$ cat config.mk
export PLATFORM = sky130hd
export DESIGN_NAME = main_mem_arbiter
export DESIGN_NICKNAME = d
export VERILOG_FILES = /design/src/rtl/main_mem_arb_pkg.sv /design/src/rtl/main_mem_arb_pick.sv /design/src/rtl/main_mem_arbiter.sv
export SDC_FILE = /design/constraint.sdc
export NUM_CORES = 1
export LEC_CHECK = 0
export CORE_MARGIN = 10
export CORE_UTILIZATION = 34
export CTS_BUF_LIST = sky130_fd_sc_hd__clkbuf_16
export DETAILED_ROUTE_END_ITERATION = 8
export PLACE_DENSITY = 0.81
export SLEW_MARGIN = 10
export SYNTH_ARGS = -nofsm -noshare
export SYNTH_HDL_FRONTEND = slang
export SYNTH_SLANG_ARGS = --single-unit
$ cat constraint.sdc
create_clock -name clk -period 2.2 [get_ports clk]
set_clock_uncertainty 0.2 [all_clocks]
set_input_delay 0.44 -clock clk [delete_from_list [all_inputs] [get_ports clk]]
set_output_delay 0.44 -clock clk [all_outputs]
set_load 0.005 [all_outputs]
$ cat src/rtl/main_mem_arb_pkg.sv
// Shared types for the main-memory arbiter: FSM states, requester ids and
// default widths.
package main_mem_arb_pkg;

    localparam int ADDR_W_DEF = 32;
    localparam int DATA_W_DEF = 32;
    localparam int GRANT_W    = 2;

    typedef enum logic [1:0] {
        IDLE     = 2'd0,
        FETCH_LD = 2'd1,
        EXEC_LD  = 2'd2,
        EXEC_ST  = 2'd3
    } arb_state_t;

    typedef enum logic [GRANT_W-1:0] {
        NONE  = 2'd0,
        FETCH = 2'd1,
        EXEC  = 2'd2
    } arb_id_t;

endpackage

$ cat src/rtl/main_mem_arb_pick.sv
// Two-way round-robin picker: on a tie the requester that did not win last
// time is chosen; a lone requester always wins.
module main_mem_arb_pick
    import main_mem_arb_pkg::*;
(
    input  logic    fetch_req,
    input  logic    exec_req,
    input  arb_id_t last_winner,
    output arb_id_t winner
);

    always_comb begin
        winner = NONE;
        if (fetch_req && exec_req) begin
            winner = (last_winner == FETCH) ? EXEC : FETCH;
        end else if (fetch_req) begin
            winner = FETCH;
        end else if (exec_req) begin
            winner = EXEC;
        end
    end

endmodule

$ cat src/rtl/main_mem_arbiter.sv
// Shares one main-memory port between instruction fetch (loads) and the
// memory execution element (loads and stores), one transaction at a time.
module main_mem_arbiter
    import main_mem_arb_pkg::*;
#(
    parameter int ADDR_W = ADDR_W_DEF,
    parameter int DATA_W = DATA_W_DEF
) (
    input  logic              clk,
    input  logic              reset,
    input  logic [ADDR_W-1:0] fetch_mem_out_addr,
    input  logic              fetch_mem_out_valid,
    output logic              fetch_mem_out_ready,
    output logic [DATA_W-1:0] fetch_mem_out_data,
    input  logic [ADDR_W-1:0] exec_mem_out_addr,
    input  logic              exec_mem_out_valid,
    output logic              exec_mem_out_ready,
    output logic [DATA_W-1:0] exec_mem_out_data,
    input  logic [ADDR_W-1:0] exec_mem_in_addr,
    input  logic [DATA_W-1:0] exec_mem_in_data,
    input  logic              exec_mem_in_valid,
    output logic              exec_mem_in_ready,
    output logic [ADDR_W-1:0] main_mem_out_addr,
    output logic              main_mem_out_valid,
    input  logic              main_mem_out_ready,
    input  logic [DATA_W-1:0] main_mem_out_data,
    output logic [ADDR_W-1:0] main_mem_in_addr,
    output logic [DATA_W-1:0] main_mem_in_data,
    output logic              main_mem_in_valid,
    input  logic              main_mem_in_ready,
    output logic [1:0]        grant_id
);

    arb_state_t        state_reg, state_next;
    arb_id_t           last_winner_reg, last_winner_next;
    logic [ADDR_W-1:0] addr_reg, addr_next;
    logic [DATA_W-1:0] data_reg, data_next;
    arb_id_t           winner;

    main_mem_arb_pick u_pick (
        .fetch_req   (fetch_mem_out_valid),
        .exec_req    (exec_mem_out_valid | exec_mem_in_valid),
        .last_winner (last_winner_reg),
        .winner      (winner)
    );

    // last_winner starts at EXEC so fetch takes the first tie after reset
    always_ff @(posedge clk or negedge reset) begin
        if (!reset) begin
            state_reg       <= IDLE;
            last_winner_reg <= EXEC;
            addr_reg        <= '0;
            data_reg        <= '0;
        end else begin
            state_reg       <= state_next;
            last_winner_reg <= last_winner_next;
            addr_reg        <= addr_next;
            data_reg        <= data_next;
        end
    end

    always_comb begin
        state_next       = state_reg;
        last_winner_next = last_winner_reg;
        addr_next        = addr_reg;
        data_next        = data_reg;
        case (state_reg)
            IDLE: begin
                if (winner == FETCH) begin
                    state_next = FETCH_LD;
                    addr_next  = fetch_mem_out_addr;
                    data_next  = '0;
                end else if (winner == EXEC) begin
                    // a pending store beats a pending load from the same unit
                    if (exec_mem_in_valid) begin
                        state_next = EXEC_ST;
                        addr_next  = exec_mem_in_addr;
                        data_next  = exec_mem_in_data;
                    end else begin
                        state_next = EXEC_LD;
                        addr_next  = exec_mem_out_addr;
                        data_next  = '0;
                    end
                end
            end
            FETCH_LD: begin
                if (main_mem_out_ready) begin
                    state_next       = IDLE;
                    last_winner_next = FETCH;
                end
            end
            EXEC_LD: begin
                if (main_mem_out_ready) begin
                    state_next       = IDLE;
                    last_winner_next = EXEC;
                end
            end
            EXEC_ST: begin
                if (main_mem_in_ready) begin
                    state_next       = IDLE;
                    last_winner_next = EXEC;
                end
            end
            default: state_next = IDLE;
        endcase
    end

    always_comb begin
        main_mem_out_addr   = '0;
        main_mem_out_valid  = 1'b0;
        main_mem_in_addr    = '0;
        main_mem_in_data    = '0;
        main_mem_in_valid   = 1'b0;
        fetch_mem_out_ready = 1'b0;
        fetch_mem_out_data  = '0;
        exec_mem_out_ready  = 1'b0;
        exec_mem_out_data   = '0;
        exec_mem_in_ready   = 1'b0;
        grant_id            = NONE;
        case (state_reg)
            FETCH_LD: begin
                grant_id            = FETCH;
                main_mem_out_valid  = 1'b1;
                main_mem_out_addr   = addr_reg;
                fetch_mem_out_ready = main_mem_out_ready;
                fetch_mem_out_data  = main_mem_out_ready ? main_mem_out_data : '0;
            end
            EXEC_LD: begin
                grant_id           = EXEC;
                main_mem_out_valid = 1'b1;
                main_mem_out_addr  = addr_reg;
                exec_mem_out_ready = main_mem_out_ready;
                exec_mem_out_data  = main_mem_out_ready ? main_mem_out_data : '0;
            end
            EXEC_ST: begin
                grant_id          = EXEC;
                main_mem_in_valid = 1'b1;
                main_mem_in_addr  = addr_reg;
                main_mem_in_data  = data_reg;
                exec_mem_in_ready = main_mem_in_ready;
            end
            default: ;
        endcase
    end

endmodule

==> metrics.csv <==
metric,value,unit
outcome,"finished, violations left",
violations,negative setup slack,
grt_util_met2,45.6,%
setup_slack,-0.156,ns
overflow,0,
ant_nets,0,
first_iter_violations,249,
r2r-end,state_reg[1],
p_total,10500,uW
dp_cells,982,
routed_wl,24600,microns
place.gp.congestion,0.816,
grt_max_degree,65,
grt_pass1_vias,5803,
r2r_start,state_reg[0],
hpwl,16200,microns
slew_violations,0,
postSynthCellCount,504,
r2r_setup_slack,0.11,ns
peakVddDrop,0.539,mV
synth_compound_area_share,18.9,%
hold_path_depth,2,
cts_tree,done,
cp-end-kind,primary output,
setup_violations,135,
clkTransAtPathRegs,0.06,ns
synth-simple-area-share,34.7,%
area_growth,116,%
hold_path_end,last_winner_reg[1],
num_vias,5470,
max_slew.worst_pin.slew,0.453,ns
top_usage_layer,met2,
synth_warnings,0,
synth.area.mux_share,0.460,%
rows,41,
hold_viol_final,0,
syn_nets,676,
via_per_inst,5.21,
synth_top_family_by_area,simple AND/OR/NAND/NOR gates,
synthAdderAreaFrac,1.44,%
fin_crit,2.36,ns
synth-seq-cells,68,
synth.avg_cell_area,8.63,sq um
yosysSeqAreaShare,39.1,%
die_w,133,microns
clk_latency,0.33,ns
yosysTopAreaCell,dfrtp_1,
max_stage_delay,0.41,ns
max_freq,424,MHz
cts.root.buffer_cell,clkbuf_16,
cp.required,1.56,ns
use_met3,8.57,%
antenna_found_initial,1,
ios,334,
h-tree-depth,3,
leakage,0.00445,uW
power-per-cell-area,1110,nW/um^2
dr.pass1.iters,7,
path_buf_inv,5,
die_area,17700,sq um
fin_setup_tns,-9.91,ns
cp_cell_sequence,buf_6 > ha_4 > buf_12 > buf_12 > buf_16 > and2_4 > buf_6,
core,12600,sq um
numCtsBuffers,9,
hp-start,last_winner_reg[1],
synth_cell_types,26,
gr-usage-met1,25.4,%
rsz0062_at_grt,yes,
crit_slowest_cell,dfrtp_1,
wl_per_cell,23.5,microns
netlist.area_leader.share,38.5,%
finalNonFillerCells,1049,
drv_cap,0,
drive_above_1_share,42.8,%
start_kind,flip-flop,
relSlewSlack,69.8,%
hold_path_class,reg2reg,
cp_top_family,buffers and inverters,
n_fill_cell,839,
synth_area_leaders,"dfrtp_1 39%, and2_1 14%, and3_1 9.2%",
netlist_area,4350,sq um
crit_type,reg2out,
cts_buffer_depth,2,
start_util,34.6,%
portBuffers,333,
worst_r2r_path_depth,10,
die_h,133,microns
fin_nets,1043,
grt_pass1_wl,35100,microns
cts.sinks,68,
cp_max_fo,6,
grt_use_total,25.1,%
synth_xor_area_share,0,%
drc_errors,0,
cp.arrival,1.72,ns
fin_crit_sh,107,%
-- final cells by class --
cell class / count / area [sq um] / share of cell area [%]
Timing Repair Buffer: 407 / 4350 / 46.2
Multi-Input combinational cell: 381 / 2860 / 30.3
Sequential cell: 68 / 1700 / 18.1
Clock buffer: 9 / 225 / 2.39
Tap cell: 172 / 215 / 2.29
Clock inverter: 7 / 43.8 / 0.465
Inverter: 4 / 20.0 / 0.213
Antenna cell: 1 / 2.50 / 0.0266
-- placed cells by master (no fill, tap or decap), types with 29 or more instances in the layout --
cell type          n
clkdlybuf4s50_1  163
buf_6            122
and2_4            70
dfrtp_1           67
buf_2             62
and3_4            35
nor2_1            35
nand2_1           34
a22o_1            33
a211oi_1          32
o31ai_1           32
nor2b_1           30
and3_1            29
and2_1            29
-- worst min-delay path: stages, from the launching register on --
cell     delay, ns
dfstp_2       0.37
inv_1         0.05
a22oi_1       0.06
-- cells in the mapped netlist (all sizes together) --
master  count
o21ai       3
o221ai      1
and2       99
a211oi     32
mux2i       2
clkbuf     32
and3       64
inv         4
nor2b      30
a22oi       1
dfrtp      67
o21a        1
nand2b      3
a22o       33
dfstp       1
nand2      34
o31ai      32
nor3        1
a21oi       2
and2b       2
buf        19
ha          5
nor2       36
-- report_power, final --
group | internal (uW) | leakage, uW | switching (uW) | total [uW]
Clock | 756 | 0.000127 | 566 | 1320
Sequential | 1830 | 0.000864 | 428 | 2260
Combinational | 4160 | 0.00346 | 2740 | 6900
Total | 6750 | 0.00445 | 3730 | 10500
-- through the flow --
stage	hold WS (ns)	area (sq um)	util (%)	setup slack (ns)
CTS	0.289	9020	71.8	-0.172
global placement	0.256	8000	63.7	-0.302
floorplan	-0.0556	4350	-	0.315
finish	0.287	9420	74.9	-0.156
global route	0.301	9420	74.9	-0.210
detailed placement	0.280	8000	63.7	-0.339
-- cell families (layout without fill, tap and decap cells) --
group / Yosys count / after routing
AO/OA/AOI/OAI: 105 / 105
flip-flops: 68 / 68
adder cells (fa/ha/maj): 5 / 5
AND/OR/NAND/NOR: 269 / 269
other: 0 / 1
multiplexers: 2 / 2
buffers and inverters: 55 / 427
-- how the worst max path moves through the flow --
stage               depth (start not counted)                      to                from  slack, ns
floorplan                                   5   exec_mem_out_data[10]        state_reg[0]       0.31
global placement                            4  fetch_mem_out_data[17]  main_mem_out_ready      -0.30
detailed placement                          4   exec_mem_out_data[21]  main_mem_out_ready      -0.34
CTS                                         7    main_mem_in_data[28]        state_reg[1]      -0.17
global route                                7    main_mem_in_addr[23]        state_reg[0]      -0.21
finish                                      7    main_mem_in_addr[23]        state_reg[0]      -0.16
-- routing by layer --
layer	wire, microns	vias to the layer above	share of wire (%)
li1	-	2496	-
met5	0	-	0
met1	8680	2616	35
met4	1050	0	4.2
met3	2020	58	8.2
met2	12900	300	52
-- timing repair --
item,in CTS,in global routing
hold buffers,1,0
pin swaps,25,4
buffers inserted,25,14
endpoints found under the setup margin,167,156
gates cloned,17,5
hold endpoints to repair,67,0
gates resized for setup,825,113
(Power assumes the default switching activity.)
